**src/rtl/count_monitor_if.sv**
```systemverilog
// Snapshot output stream of count_monitor: valid/ready handshake carrying {epoch, count}.
interface count_monitor_if #(
  parameter int unsigned EPOCH_W = 5
);
  localparam int unsigned DATA_W = EPOCH_W + 3;

  logic              out_valid;
  logic              out_ready;
  logic [DATA_W-1:0] out_data;

  modport master (output out_valid, output out_data, input out_ready);
  modport slave  (input out_valid, input out_data, output out_ready);
endinterface

```
**src/rtl/count_monitor.sv**
```systemverilog
// Watches a free-running 3-bit counter, tracks wraps in an epoch counter and queues
// {epoch, count} snapshots (on capture request or wrap) in a small registered FIFO.
module count_monitor #(
  parameter int unsigned DEPTH   = 4,   // power of two, at least 2
  parameter int unsigned EPOCH_W = 5
) (
  input  logic                    clk,
  input  logic                    res,
  input  logic [2:0]              count,
  input  logic                    cap,
  count_monitor_if.master         out_bus,
  output logic                    wrap_pulse,
  output logic                    overflow,
  output logic [$clog2(DEPTH):0]  level
);
  localparam int unsigned DATA_W = EPOCH_W + 3;
  localparam int unsigned PTR_W  = $clog2(DEPTH);
  localparam int unsigned LVL_W  = PTR_W + 1;

  logic [2:0]         prev_count;
  logic [EPOCH_W-1:0] epoch;
  logic [EPOCH_W-1:0] epoch_next;
  logic [PTR_W-1:0]   wr_ptr;
  logic [PTR_W-1:0]   rd_ptr;
  logic [PTR_W-1:0]   wr_ptr_next;
  logic [PTR_W-1:0]   rd_ptr_next;
  logic [LVL_W-1:0]   kept;
  logic [LVL_W-1:0]   level_next;
  logic [DATA_W-1:0]  push_data;
  logic [DATA_W-1:0]  head_next;
  logic [DATA_W-1:0]  mem [DEPTH];
  logic               wrap_c;
  logic               restart_c;
  logic               push_c;
  logic               pop_c;
  logic               full_c;
  logic               accept_c;

  // Event detection, epoch update and FIFO next-state
  always_comb begin
    wrap_c    = (prev_count == 3'd7) && (count == 3'd0);
    restart_c = (count == 3'd0) && (prev_count != 3'd0) && (prev_count != 3'd7);

    epoch_next = epoch;
    if (wrap_c) begin
      epoch_next = epoch + EPOCH_W'(1);
    end else if (restart_c) begin
      epoch_next = '0;
    end

    push_data = {epoch_next, count};
    push_c    = cap || wrap_c;
    pop_c     = out_bus.out_valid && out_bus.out_ready;
    full_c    = (level == LVL_W'(DEPTH));
    // A full FIFO still takes a push when the head leaves on the same edge
    accept_c  = push_c && (!full_c || pop_c);

    kept        = level - LVL_W'(pop_c);
    level_next  = kept + LVL_W'(accept_c);
    rd_ptr_next = rd_ptr + PTR_W'(pop_c);
    wr_ptr_next = wr_ptr + PTR_W'(accept_c);

    // Head seen after this edge: the incoming entry only if nothing older remains
    head_next = '0;
    if (level_next != '0) begin
      head_next = (kept == '0) ? push_data : mem[rd_ptr_next];
    end
  end

  always_ff @(posedge clk or negedge res) begin
    if (!res) begin
      prev_count        <= '0;
      epoch             <= '0;
      wr_ptr            <= '0;
      rd_ptr            <= '0;
      level             <= '0;
      out_bus.out_valid <= 1'b0;
      out_bus.out_data  <= '0;
      wrap_pulse        <= 1'b0;
      overflow          <= 1'b0;
    end else begin
      prev_count        <= count;
      epoch             <= epoch_next;
      wr_ptr            <= wr_ptr_next;
      rd_ptr            <= rd_ptr_next;
      level             <= level_next;
      out_bus.out_valid <= (level_next != '0);
      out_bus.out_data  <= head_next;
      wrap_pulse        <= wrap_c;
      if (push_c && full_c && !pop_c) begin
        overflow <= 1'b1;
      end
    end
  end

  // Storage is never read past the pointers, so it needs no reset
  always_ff @(posedge clk) begin
    if (accept_c) begin
      mem[wr_ptr] <= push_data;
    end
  end
endmodule

```
**src/flat_wrapper.sv**
```systemverilog
// flat-port wrapper written by rule: the top's interface ports become plain ports
module count_monitor_flat 
#(
  parameter int unsigned DEPTH   = 4,                              
  parameter int unsigned EPOCH_W = 5
)
  (clk, res, count, cap, wrap_pulse, overflow, level, out_bus_out_valid, out_bus_out_data, out_bus_out_ready);
  count_monitor_if #(.EPOCH_W(EPOCH_W)) out_bus_i ();
  input  logic clk;
  input  logic res;
  input  logic [2:0] count;
  input  logic cap;
  output logic wrap_pulse;
  output logic overflow;
  output logic [$clog2(DEPTH):0] level;
  output wire logic [$bits(out_bus_i.out_valid)-1:0] out_bus_out_valid;
  output wire logic [$bits(out_bus_i.out_data)-1:0] out_bus_out_data;
  input wire logic [$bits(out_bus_i.out_ready)-1:0] out_bus_out_ready;
  assign out_bus_out_valid = out_bus_i.out_valid;
  assign out_bus_out_data = out_bus_i.out_data;
  assign out_bus_i.out_ready = out_bus_out_ready;
  count_monitor #(.DEPTH(DEPTH), .EPOCH_W(EPOCH_W)) u_core (.clk(clk), .res(res), .count(count), .cap(cap), .out_bus(out_bus_i), .wrap_pulse(wrap_pulse), .overflow(overflow), .level(level));
endmodule
```
**config.mk**
```make
export PLATFORM = sky130hd
export DESIGN_NAME = count_monitor_flat
export DESIGN_NICKNAME = d
export VERILOG_FILES = /design/src/rtl/count_monitor_if.sv /design/src/rtl/count_monitor.sv /design/src/flat_wrapper.sv
export SDC_FILE = /design/constraint.sdc
export NUM_CORES = 1
export LEC_CHECK = 0
export ABC_CLOCK_PERIOD_IN_PS = 3500
export CELL_PAD_IN_SITES_DETAIL_PLACEMENT = 1
export CELL_PAD_IN_SITES_GLOBAL_PLACEMENT = 2
export CORE_MARGIN = 4
export CORE_UTILIZATION = 25
export DETAILED_ROUTE_END_ITERATION = 10
export MAX_ROUTING_LAYER = met4
export PLACE_DENSITY = 0.59
export SLEW_MARGIN = 20
export SYNTH_ARGS = -nofsm -noshare
export SYNTH_HDL_FRONTEND = slang
export SYNTH_SLANG_ARGS = --single-unit
```
**constraint.sdc**
```tcl
create_clock -name clk -period 3.5 [get_ports clk]
set_input_delay 0.525 -clock clk [delete_from_list [all_inputs] [get_ports clk]]
set_output_delay 0.525 -clock clk [all_outputs]
set_load 0.02 [all_outputs]
```
Yosys cells after proc, flatten, opt, wreduce, memory -nomap -nowiden
Memories as Yosys holds them, arrays and structs flattened.
Cells that the tools add are included.
- input port bits: 7
- word-level logic and storage cells: 39
- bits in registers: 26
- memories: 1
- memory bits (writable): 32
- output and inout bits: 14
- reductions and logical operators: 15
- mux-type cells: 6
- equal/unequal tests: 3
- $add $sub $neg: 5
- memory list (name ; words ; bits a word ; rd ports ; clocked after Yosys merged registers in ; wr ports ; RTL line ; RTL):
    u_core.mem ; 4 ; 8 ; 1 ; 0 ; 1 ; count_monitor.sv:31 ; logic [DATA_W-1:0] mem [DEPTH];
- operator list (kind ; count):
    8-bit 2-to-1 mux ; 2
    5-bit 2-to-1 mux ; 2
    1-bit logical AND ; 7
    3-bit equality test (second input constant) ; 2
    3-bit zero test ; 2
    3-bit nonzero test ; 2
    5-bit by 1-bit adder with 5-bit output (second input constant) ; 1
    2-bit by 1-bit adder with 2-bit output ; 2
    3-bit by 1-bit adder with 3-bit output ; 1
    3-bit inequality test (second input constant) ; 1
    3-bit by 1-bit subtractor with 3-bit output ; 1
    1-bit zero test ; 2
    1-bit logical OR ; 2
    1-bit 2-to-1 mux ; 2

Logic depth before layout (Yosys ltp)
Gate-level depths: netlist of run 1.
- word-level depth: 7
- mapped depth: 12

Least setup slack after synthesis of run 1
No wires, ideal clock.
- path kind: input to register
- from: input count[0]
- to: register u_core.out_bus.out_data[6]
- cell stages on the path: 12
- data arrival time: 2769 ps
- setup time: 125 ps
- buffers on the path: 1
- setup slack: 606 ps
- cell sequence: or3_1 -> buf_6 -> nor2_1 -> o21ai_0 -> inv_1 -> ha_1 -> ha_1 -> xor3_1 -> nor3_1 -> inv_1 -> and2_1 -> o2bb2ai_1
- longest elaborated chain between the ends: 7
- elaborated cells on any way between the ends: 12
- classes of those cells: 1 x add/sub; 4 x mux; 7 x reduce/logical
- ends and longest elaborated chain (what ; RTL line ; RTL):
    start: declaration ; flat_wrapper.sv:11 ; input logic [2:0] count;
    3-bit zero test ; count_monitor.sv:41 ; wrap_c = (prev_count == 3'd7) && (count == 3'd0);
    1-bit logical AND ; count_monitor.sv:41 ;
    named net u_core.wrap_c ; count_monitor.sv:32 ; logic wrap_c;
    1-bit logical OR ; count_monitor.sv:52 ; push_c = cap || wrap_c;
    1-bit logical AND ; count_monitor.sv:56 ; accept_c = push_c && (!full_c || pop_c);
    3-bit by 1-bit adder with 3-bit output ; count_monitor.sv:59 ; level_next = kept + LVL_W'(accept_c);
    named net u_core.level_next[2] ; count_monitor.sv:28 ; logic [LVL_W-1:0] level_next;
    3-bit nonzero test ; count_monitor.sv:65 ; if (level_next != '0) begin
    8-bit 2-to-1 mux ; count_monitor.sv:65 ;
    named net u_core.head_next[6] ; count_monitor.sv:30 ; logic [DATA_W-1:0] head_next;
    end signal: assignment ; count_monitor.sv:88 ; out_bus.out_data <= head_next;
    end: declaration ; count_monitor_if.sv:11 ; modport master (output out_valid, output out_data, input out_ready);
The timed path passes the listed nets, and every way through them passes these cells.
A chain may end at the register's enable or synchronous reset.

Final worst setup path of run 1
Ends and elaborated chain as after synthesis.

==> Implementation_results.wiki, run 1 <==
{| class="wikitable"
! Metric !! Value
|-
| Status || finished, final reports clean
|-
| Total of cells resized after clock tree synthesis || 0
|-
| Pleak || 1.122 nW
|-
| Yosys warning count || 0
|-
| Nature of the critical path endpoint || register
|-
| Number of fill cells || 927
|-
| Number of pins exceeding their max-slew limit in the final report || 0
|-
| Kind of launch point of the worst setup path || primary input
|-
| Synth Cell Area || 2323 um^2
|-
| Site row count || 34
|-
| Number of flops mapped to enable cells by yosys || 32
|-
| Vias after detailed routing || 1343
|-
| Slew Limit Headroom || 58.27%
|-
| Avg Cell Area, Syn || 16.36 um^2
|-
| Number of buffers added for setup after CTS || 0
|-
| Maximum VDD drop || 204.9 uV
|-
| Data arrival, critical path || 3.35 ns
|-
| Total power || 2.504 mW
|-
| Setup TNS || 0 ns
|-
| Sequential share of the synthesized area || 69.36%
|-
| Library cells used by synthesis || 31
|-
| Number of buffers created by CTS || 9
|-
| Share of post-route cells with drive strength above 1 || 19.68%
|-
| Congestion Overflow GR || 0
|-
| Hold buffer count at CTS || 0
|-
| Multi-input combinational cell area || 661.9 um^2
|-
| Number of primary I/O pins || 21
|-
| Detailed-placement wirelength estimate || 3.538 mm
|-
| RSZ-0062 raised after global routing || no
|-
| Cell count after synthesis || 142
|-
| Clk_lat worst skew || 0.34 ns
|-
| Count of TritonRoute iterations in the first routing pass || 2
|-
| Min Clock Period, post-route || 3.131 ns
|-
| Diode insertion count for antenna repair || 0
|-
| Area of the die || 10900 um^2
|-
| Port Buffer Count || 20
|-
| Crit path setup slack, layout || 0.3692 ns
|-
| Tightest Hold Check Type || reg -> reg
|-
| Proportion of synthesized flip-flops having asynchronous set or reset || 44.83%
|-
| Final weighted congestion in routability-driven placement || 0.7579
|-
| Post-synthesis net count || 156
|-
| Die outline width || 104.4 um
|-
| Post-route antenna net violation count || 0
|-
| Clock transition at the registers of the reported paths || 0.06 ns
|-
| Maximum operating frequency || 319.4 MHz
|-
| Most instantiated flip-flop cell in the synthesis netlist || edfxtp_1
|-
| Number of clock sinks || 58
|-
| Post-detailed-route via-to-cell ratio || 4.537
|-
| Classification of the worst setup path || in -> reg
|-
| Data required, critical path || 3.72 ns
|-
| Total global-route track usage || 10.75%
|-
| Worst reg2reg setup slack || 0.49 ns
|-
| Hold Worst Slack || 0.5055 ns
|-
| Maximum buffer depth of the clock tree || 2
|-
| Final hold viol count || 0
|-
| TritonCTS clock tree || built
|-
| Fraction of the cycle the final worst path needs || 89.45%
|-
| Synth-to-layout area growth || 24.45%
|-
| Number of maximum-capacitance violations || 0
|-
| Placed Cells || 280
|-
| Most common cell after layout, fill and taps aside || edfxtp_1
|-
| Wire length after detailed routing || 5.236 mm
|-
| Iter 0 DRT Violations || 45
|-
| Root Buffer Master || clkbuf_8
|-
| Layout Nets || 197
|-
| Footprint of the flip-flops and latches || 1612 um^2
|-
| CP Max Fanout || 5
|-
| Worst Tran Pin Value || 0.6225 ns
|-
| Commonest cells after routing, fill and taps aside || edfxtp_1, dfrtp_1, clkdlybuf4s50_1, buf_4, clkbuf_8
|-
| Average wire per cell in the routed design || 17.69 um
|-
| Final number of setup-violating endpoints || 0
|-
| Number of levels in the clock H-tree || 3
|-
| Flip-flop and latch count after synthesis || 58
|-
| PwrDens || 865.9 nW/um^2
|-
| Layout Skew || 0.007719 ns
|-
| CORE AREA || 8891 um^2
|-
| Vias in the first global route || 1511
|-
| Setup Slack @ Placement || -0.02544 ns
|-
| Residual DRC || 0
|-
| Initial antenna violation count || 0
|-
| Starting Density || 26.13%
|-
| Final Non-Filler Cells || 296
|-
| Maximum number of pins on one net before global-route repair || 27
|-
| Global-route wire length before repair || 8.411 mm
|-
| Vertical die dimension || 104.4 um
|}
cells by family after synthesis:
family / after synthesis / share of synthesized area, %
compound gates: 16 / 4.846
xor+xnor: 6 / 2.908
fa+ha+maj: 7 / 3.769
buf+inv: 11 / 2.154
flops: 58 / 69.36
mux: 11 / 9.047
simple gates: 33 / 7.916
power by group:
group | switching (mW) | internal [mW] | leakage [nW]
logic | 0.515 | 0.505 | 0.421
clock network | 0.249 | 0.252 | 0.0839
registers | 0.0669 | 0.916 | 0.617
total | 0.831 | 1.67 | 1.12
critical path: stages:
cell and delay (ns):
clkdlybuf4s50_1 0.47, or3_1 0.14, nor2_1 0.07, o21ai_0 0.42, inv_1 0.16, ha_1 0.22
ha_1 0.19, xor3_1 0.37, nor3_1 0.28, inv_1 0.18, and2_1 0.19, o2bb2ai_1 0.12
routing by layer:
layer / part of all wire [%] / routed length, um / vias to the layer above / track usage (%)
li1: - / - / 618 / -
met1: 44 / 2313 / 692 / 12.36
met2: 50 / 2624 / 25 / 16.70
met3: 4.4 / 231 / 8 / 3.911
met4: 1.3 / 68 / 0 / 5.128
met5: 0 / 0 / - / -
Yosys cell counts (4+ instances only):
cell	n	share of area, %
edfxtp_1	32	41
inv_1	8	1.3
ha_1	7	3.8
and2_1	4	1.1
nand3_1	5	1.1
dfrtp_1	26	28
nor3_1	6	1.3
mux4_2	8	7.8
nor2_1	7	1.1
cell type report:
| type | count | share of cell area (%) |
|---|---|---|
| sequential | 58 | 55.73 |
| multi-input combinational | 73 | 22.89 |
| timing repair buffer | 33 | 10.30 |
| clock buffer | 12 | 4.673 |
| tap | 108 | 4.673 |
| inverter | 8 | 1.039 |
| clock inverter | 4 | 0.6923 |
metrics by stage:
step	util [%]	area, um^2
final	32.52	2892
after global routing	32.52	2892
after CTS	32.52	2892
after detailed placement	30.78	2736
after global placement	30.78	2736
after floorplan	-	2323
state kept, by name (all words and copies together), names as in the netlist:
| signal | flops |
|---|---|
| u_core.wrap_pulse | 1 |
| u_core.prev_count | 3 |
| u_core.rd_ptr | 2 |
| u_core.mem | 32 |
| u_core.wr_ptr | 2 |
| u_core.epoch | 5 |
| u_core.overflow | 1 |
| u_core.out_bus.out_valid | 1 |
| u_core.out_bus.out_data | 8 |
| u_core.level | 3 |
path summary, 6_finish.rpt:
check | start | cells past startpoint | end
worst max-delay path | count[0] | 12 | u_core.out_bus.out_data[6]
worst min-delay path | u_core.overflow | 1 | u_core.overflow
worst max register to register | u_core.prev_count[0] | 11 | u_core.out_bus.out_data[6]
worst min register to register | u_core.overflow | 1 | u_core.overflow
max in group asynchronous | res | 2 | u_core.prev_count[1]
min in group asynchronous | res | 2 | u_core.level[0]
Note: power is estimated with default switching activity, not from simulation.
==> run 2, diff against run 1 <==
--- a/config.mk
+++ b/config.mk
@@ -10,6 +10,7 @@
 export CELL_PAD_IN_SITES_GLOBAL_PLACEMENT = 2
 export CORE_MARGIN = 4
 export CORE_UTILIZATION = 25
+export CTS_CLUSTER_DIAMETER = 100
 export DETAILED_ROUTE_END_ITERATION = 10
 export MAX_ROUTING_LAYER = met4
 export PLACE_DENSITY = 0.59
==> results of run 2 <==
Same layout as run 1: the final DEF is identical, and so are final timing and power.
